<file path="src/rtl/regbank16_write.sv">
// regbank16_write
//   Write side of a 16-entry register bank. A 4-bit write address is decoded
//   into one-hot enables gated by a valid/ready handshake. A 16-cycle
//   sequential clear sweep zeroes the bank without holding reset. All
//   register contents are presented flattened for the read-side select trees.
//
// Ports:
//   clk        in   rising-edge clock
//   reset      in   asynchronous, active-high reset
//   wr_valid   in   write request present
//   wr_ready   out  bank can accept a write this cycle (combinational)
//   wr_addr    in   destination register index
//   wr_data    in   data to write
//   clear_req  in   single-cycle request to start a clear sweep
//   busy       out  clear sweep in progress
//   wr_onehot  out  registered one-hot of the write performed at the last edge
//   regs_out   out  register i on bits [i*WIDTH +: WIDTH]
module regbank16_write #(
  parameter int WIDTH    = 64,
  parameter bit ZERO_REG = 1'b1
) (
  input  logic                  clk,
  input  logic                  reset,
  input  logic                  wr_valid,
  output logic                  wr_ready,
  input  logic [3:0]            wr_addr,
  input  logic [WIDTH-1:0]      wr_data,
  input  logic                  clear_req,
  output logic                  busy,
  output logic [15:0]           wr_onehot,
  output logic [16*WIDTH-1:0]   regs_out
);

  localparam logic [0:0] ST_IDLE  = 1'b0;
  localparam logic [0:0] ST_CLEAR = 1'b1;

  logic [0:0]  state_q, state_d;
  logic [3:0]  idx_q, idx_d;
  logic        busy_q, busy_d;
  logic [15:0] onehot_q, onehot_d;

  logic        wr_accept;
  logic [15:0] wr_dec;
  logic [15:0] clr_sel;

  assign wr_ready  = (state_q == ST_IDLE) && !reset;
  assign wr_accept = wr_valid && wr_ready;

  // Write decode; with a zero register, entry 15 never gets a write enable,
  // so an accepted write to it is consumed but leaves no one-hot trace.
  always_comb begin
    wr_dec = 16'h0000;
    if (wr_accept) begin
      wr_dec = 16'h0001 << wr_addr;
    end
    if (ZERO_REG) begin
      wr_dec[15] = 1'b0;
    end
  end

  // Sweep select: one entry per cycle while clearing.
  always_comb begin
    clr_sel = 16'h0000;
    if (state_q == ST_CLEAR) begin
      clr_sel = 16'h0001 << idx_q;
    end
  end

  // NOTE: every variable written here gets a default first, otherwise a
  // path that skips an assignment would infer a latch.
  always_comb begin
    state_d  = state_q;
    idx_d    = idx_q;
    busy_d   = busy_q;
    onehot_d = wr_dec;
    case (state_q)
      ST_IDLE: begin
        if (clear_req) begin
          state_d = ST_CLEAR;
          idx_d   = 4'd0;
          busy_d  = 1'b1;
        end
      end
      ST_CLEAR: begin
        // clear_req is ignored here: no restart, no queueing.
        idx_d = idx_q + 4'd1;  // wraps 15 -> 0 on the exit edge
        if (idx_q == 4'd15) begin
          state_d = ST_IDLE;
          busy_d  = 1'b0;
        end
      end
      default: begin
        state_d = ST_IDLE;
        idx_d   = 4'd0;
        busy_d  = 1'b0;
      end
    endcase
  end

  // NOTE: sequential state uses non-blocking assignments so every flop
  // samples its _d value from before the edge.
  always_ff @(posedge clk or posedge reset) begin
    if (reset) begin
      state_q  <= ST_IDLE;
      idx_q    <= 4'd0;
      busy_q   <= 1'b0;
      onehot_q <= 16'h0000;
    end else begin
      state_q  <= state_d;
      idx_q    <= idx_d;
      busy_q   <= busy_d;
      onehot_q <= onehot_d;
    end
  end

  assign busy      = busy_q;
  assign wr_onehot = onehot_q;

  // Register array: each entry has its own enable (write decode OR sweep
  // select). Sweep and write never coincide because wr_ready is low in CLEAR.
  for (genvar i = 0; i < 16; i++) begin : g_reg
    if (ZERO_REG && i == 15) begin : g_zero
      assign regs_out[i*WIDTH +: WIDTH] = '0;
    end else begin : g_flop
      logic [WIDTH-1:0] reg_q, reg_d;
      logic             reg_en;

      assign reg_en = wr_dec[i] | clr_sel[i];

      always_comb begin
        reg_d = reg_q;
        if (reg_en) begin
          reg_d = clr_sel[i] ? '0 : wr_data;
        end
      end

      // NOTE: the bank is reset explicitly, not left to power-up contents,
      // because reset must return every entry to zero immediately.
      always_ff @(posedge clk or posedge reset) begin
        if (reset) begin
          reg_q <= '0;
        end else begin
          reg_q <= reg_d;
        end
      end

      assign regs_out[i*WIDTH +: WIDTH] = reg_q;
    end
  end

endmodule

</file>
<file path="config.mk">
export PLATFORM = sky130hd
export DESIGN_NAME = regbank16_write
export DESIGN_NICKNAME = d
export VERILOG_FILES = /design/src/rtl/regbank16_write.sv
export SDC_FILE = /design/constraint.sdc
export NUM_CORES = 2
export LEC_CHECK = 0
export CAP_MARGIN = 30
export CORE_AREA = 4 4 428 430
export DETAILED_ROUTE_END_ITERATION = 8
export DIE_AREA = 0 0 432 434
export PLACE_DENSITY = 0.48
export SETUP_SLACK_MARGIN = 0.2
export SLEW_MARGIN = 20
export SYNTH_ARGS = -nofsm -noshare
export SYNTH_HDL_FRONTEND = slang
export SYNTH_SLANG_ARGS = --single-unit
</file>
<file path="constraint.sdc">
create_clock -name clk -period 91.7 [get_ports clk]
set_input_delay 22.925 -clock clk [delete_from_list [all_inputs] [get_ports clk]]
set_output_delay 22.925 -clock clk [all_outputs]
set_load 0.005 [all_outputs]
</file>
==> impl_metrics.ini <==
[global_routing]
grt_pass1_wl_um = 262000
pin_count_of_the_biggest_net_entering_global_routing = 158
grt_antenna_before_repair = 9
number_of_global_route_vias_before_repair = 31200
global_route.overflow_total = 0
gr-usage-all-layers = 0.197

[synth]
synth_enable_flop_cells = 0
postSynth.topFlopCell = sky130_fd_sc_hd__dfrtp_1
ys_async_sr_fraction = 1.00
yosys.area.top_type = sky130_fd_sc_hd__dfrtp_1
syn-mean-instance-area_um2 = 11.5
synthesized_instance_count = 3536
synth.distinct_cells = 32
synth_seq_area_share = 0.604
yosysWarningCount = 0
ys_top_cells_by_area = sky130_fd_sc_hd__dfrtp_1 60%, sky130_fd_sc_hd__mux2i_1 21%, sky130_fd_sc_hd__nand2_1 8.9%
mappedNetlistArea_um2 = 40600
synth_top_cell_area_share = 0.604
synth.ff_latch_count = 981

[min_path]
hold_end = g_reg[3].g_flop.reg_q[17]
hold_path.startpoint = g_reg[3].g_flop.reg_q[17]
hold_path_class = flop to flop
hold_depth = 2

[power]
fin_total_pwr_w = 0.00190
leakage_nw = 26.7
power_density_nw_per_um2 = 33.3
peakVddDrop_mv = 0.0182

[floorplan]
initial_core_util = 0.226
die_width_um = 432
fp.dieArea_um2 = 187000
core-area_um2 = 180000
std_cell_rows = 156
pin_count = 1114
dieHeight_um = 434

[sta]
rsz0062_at_grt = false
worst_pin_slew_ns = 1.02
period_minus_slack_ns = 47.17
setup_tns_ns = 0
finalCritPeriodShare = 0.514
setup_viol_count_final = 0
finalHoldViolations = 0
post-route-worst-setup-slack_ns = 44.53
max_slew_margin = 0.321
drv_slew = 0
finalClockSkew_ns = 0.0320
upper_clock_frequency_limit_mhz = 21.2

[final_layout]
area_growth_syn_to_layout_pct = 40.5
layout.cells.most_common = sky130_fd_sc_hd__clkdlybuf4s50_1
fin_nets = 4550
most-common-layout-cells = 1048 x sky130_fd_sc_hd__clkdlybuf4s50_1, 981 x sky130_fd_sc_hd__dfrtp_1, 962 x sky130_fd_sc_hd__nand2_1
post_route_cells_drive_above_1_share = 0.0643

[setup_path]
setup.worst_path.end_class = primary output
crit_path_max_incr_delay_ns = 0.63
critical_path.cell_chain = clkdlybuf4s50_1, nor2_1, clkdlybuf4s50_1
minimum_setup_slack_among_reg_to_reg_paths_ns = 88.32
critPathMaxFanout = 6
cp-startpoint = reset
timing.critical_path.from_type = primary input
path_common_cell = sky130_fd_sc_hd__clkdlybuf4s50_1
path_class = primary input to primary output
worst_path_slowest_cell = sky130_fd_sc_hd__clkdlybuf4s50_1
cp_data_required_time_ns = 68.77
cp_data_arrival_time_ns = 24.24
r2r_end = g_reg[0].g_flop.reg_q[14]
timing.rr.start = state_q
number_of_cells_on_the_worst_reg_to_reg_path = 6

[route]
routed_via_density = 4.42
wl_per_cell_um = 27.5
route.final.wire_length_um = 191000
final_antenna_net_count = 0
num_vias = 30700
top_signal_layer_used = met5
m1WireLength_um = 74300
initialDrtViolationCount = 1941
drc = 0
detailedRoute.firstPassIterationCount = 7
wl_met2_um = 96700
detailroute.wirelength.met3_um = 12900

[clock_network]
cts_sinks = 981
cts-root-buf = sky130_fd_sc_hd__clkbuf_16
cts_max_path_buffers = 3
number_of_instances_resized_during_post_cts_repair = 0
path_clk_slew_ns = 0.06
clock_tree.htree_level_count = 3
hold_buffers_post_cts = 0
cts_buffers = 114
cts_tree = built
clock_insertion_delay_worst_skew_ns = 0.76
post-cts-setup-buffer-count = 0

[run]
maxCapViolCount = 0

[placed_design]
numPortBuffers = 1048
post-dp-hpwl_um = 131000
preCtsSetupSlack_ns = 44.52
place_congestion = 0.819

[run_status]
run_status = complete, no violations
stage by stage:
step / cells / utilization / cell area [um2] / hold slack [ns]
after floorplan: 3600 / - / 40900 / 0.501
after global placement: 6715 / 0.294 / 52900 / 0.510
after detailed placement: 6723 / 0.295 / 53100 / 0.514
after CTS: 6938 / 0.317 / 57000 / 0.524
after global routing: 6942 / 0.318 / 57100 / 0.536
final: 6944 / 0.318 / 57100 / 0.520
where the power goes:
part	internal (W)	switching, W	total (W)
logic	0.000379	0.000342	0.000722
clock network	0.000278	0.000197	0.000475
registers	0.000608	0.0000990	0.000707
final cells by class:
| type | instances | area, um2 |
|---|---|---|
| diodes | 3 | 7.51 |
| clock buffers | 169 | 3430 |
| clock inverters | 46 | 474 |
| fillers | 18400 | 123000 |
| inverters | 76 | 293 |
| multi-input cells | 2175 | 14100 |
| flip-flops and latches | 981 | 24500 |
| well taps | 2370 | 2970 |
| repair buffers | 1124 | 11300 |
worst max-delay path by stage:
stage          depth (start not counted)       end  slack [ns]
6_report                               3  wr_ready       44.53
5_1_grt                                3  wr_ready       44.44
4_1_cts                                3  wr_ready       44.51
3_5_place_dp                           3  wr_ready       44.52
3_3_place_gp                           3  wr_ready       44.46
2_1_floorplan                          1      busy       41.18
critical path, delay by kind of cell:
family | cells | cell delay, ns
buf+inv | 2 | 1.15
simple gates | 1 | 0.17
logic make-up after synthesis:
group	synth area share
buffers and inverters	0.0585
DFF	0.604
muxes	0.205
adders and majority gates	0.00185
other	0.0000923
AOI/OAI and AO/OA	0.0171
and+or+nand+nor	0.113
registers in the layout, indices dropped and copies added, names as in the netlist:
register,count
idx_q,4
state_q,1
g.g_flop.reg_q,960
busy,1
wr_onehot,15
cells in the mapped netlist (2+ instances only):
| library cell | instances |
|---|---|
| sky130_fd_sc_hd__buf_8 | 4 |
| sky130_fd_sc_hd__and2_1 | 2 |
| sky130_fd_sc_hd__nand2_1 | 968 |
| sky130_fd_sc_hd__nor2_1 | 5 |
| sky130_fd_sc_hd__nor3b_1 | 3 |
| sky130_fd_sc_hd__inv_1 | 76 |
| sky130_fd_sc_hd__buf_1 | 16 |
| sky130_fd_sc_hd__nor2_4 | 4 |
| sky130_fd_sc_hd__clkbuf_1 | 199 |
| sky130_fd_sc_hd__ha_1 | 6 |
| sky130_fd_sc_hd__mux2i_1 | 832 |
| sky130_fd_sc_hd__nand3b_1 | 5 |
| sky130_fd_sc_hd__a21oi_1 | 2 |
| sky130_fd_sc_hd__nand3_1 | 131 |
| sky130_fd_sc_hd__buf_12 | 20 |
| sky130_fd_sc_hd__buf_4 | 69 |
| sky130_fd_sc_hd__nand4bb_1 | 4 |
| sky130_fd_sc_hd__nand4_1 | 3 |
| sky130_fd_sc_hd__buf_2 | 59 |
| sky130_fd_sc_hd__dfrtp_1 | 981 |
| sky130_fd_sc_hd__o21ai_0 | 129 |
| sky130_fd_sc_hd__o22ai_1 | 2 |
| sky130_fd_sc_hd__nand4b_1 | 6 |
| sky130_fd_sc_hd__a41oi_1 | 2 |
routing by layer:
layer / up-vias / global-route usage
met2: 1062 / 0.346
met3: 282 / 0.0532
li1: 13400 / -
met4: 4 / 0.0718
met5: - / 0
met1: 16000 / 0.230
No activity file was read; power rests on OpenSTA's default activity.
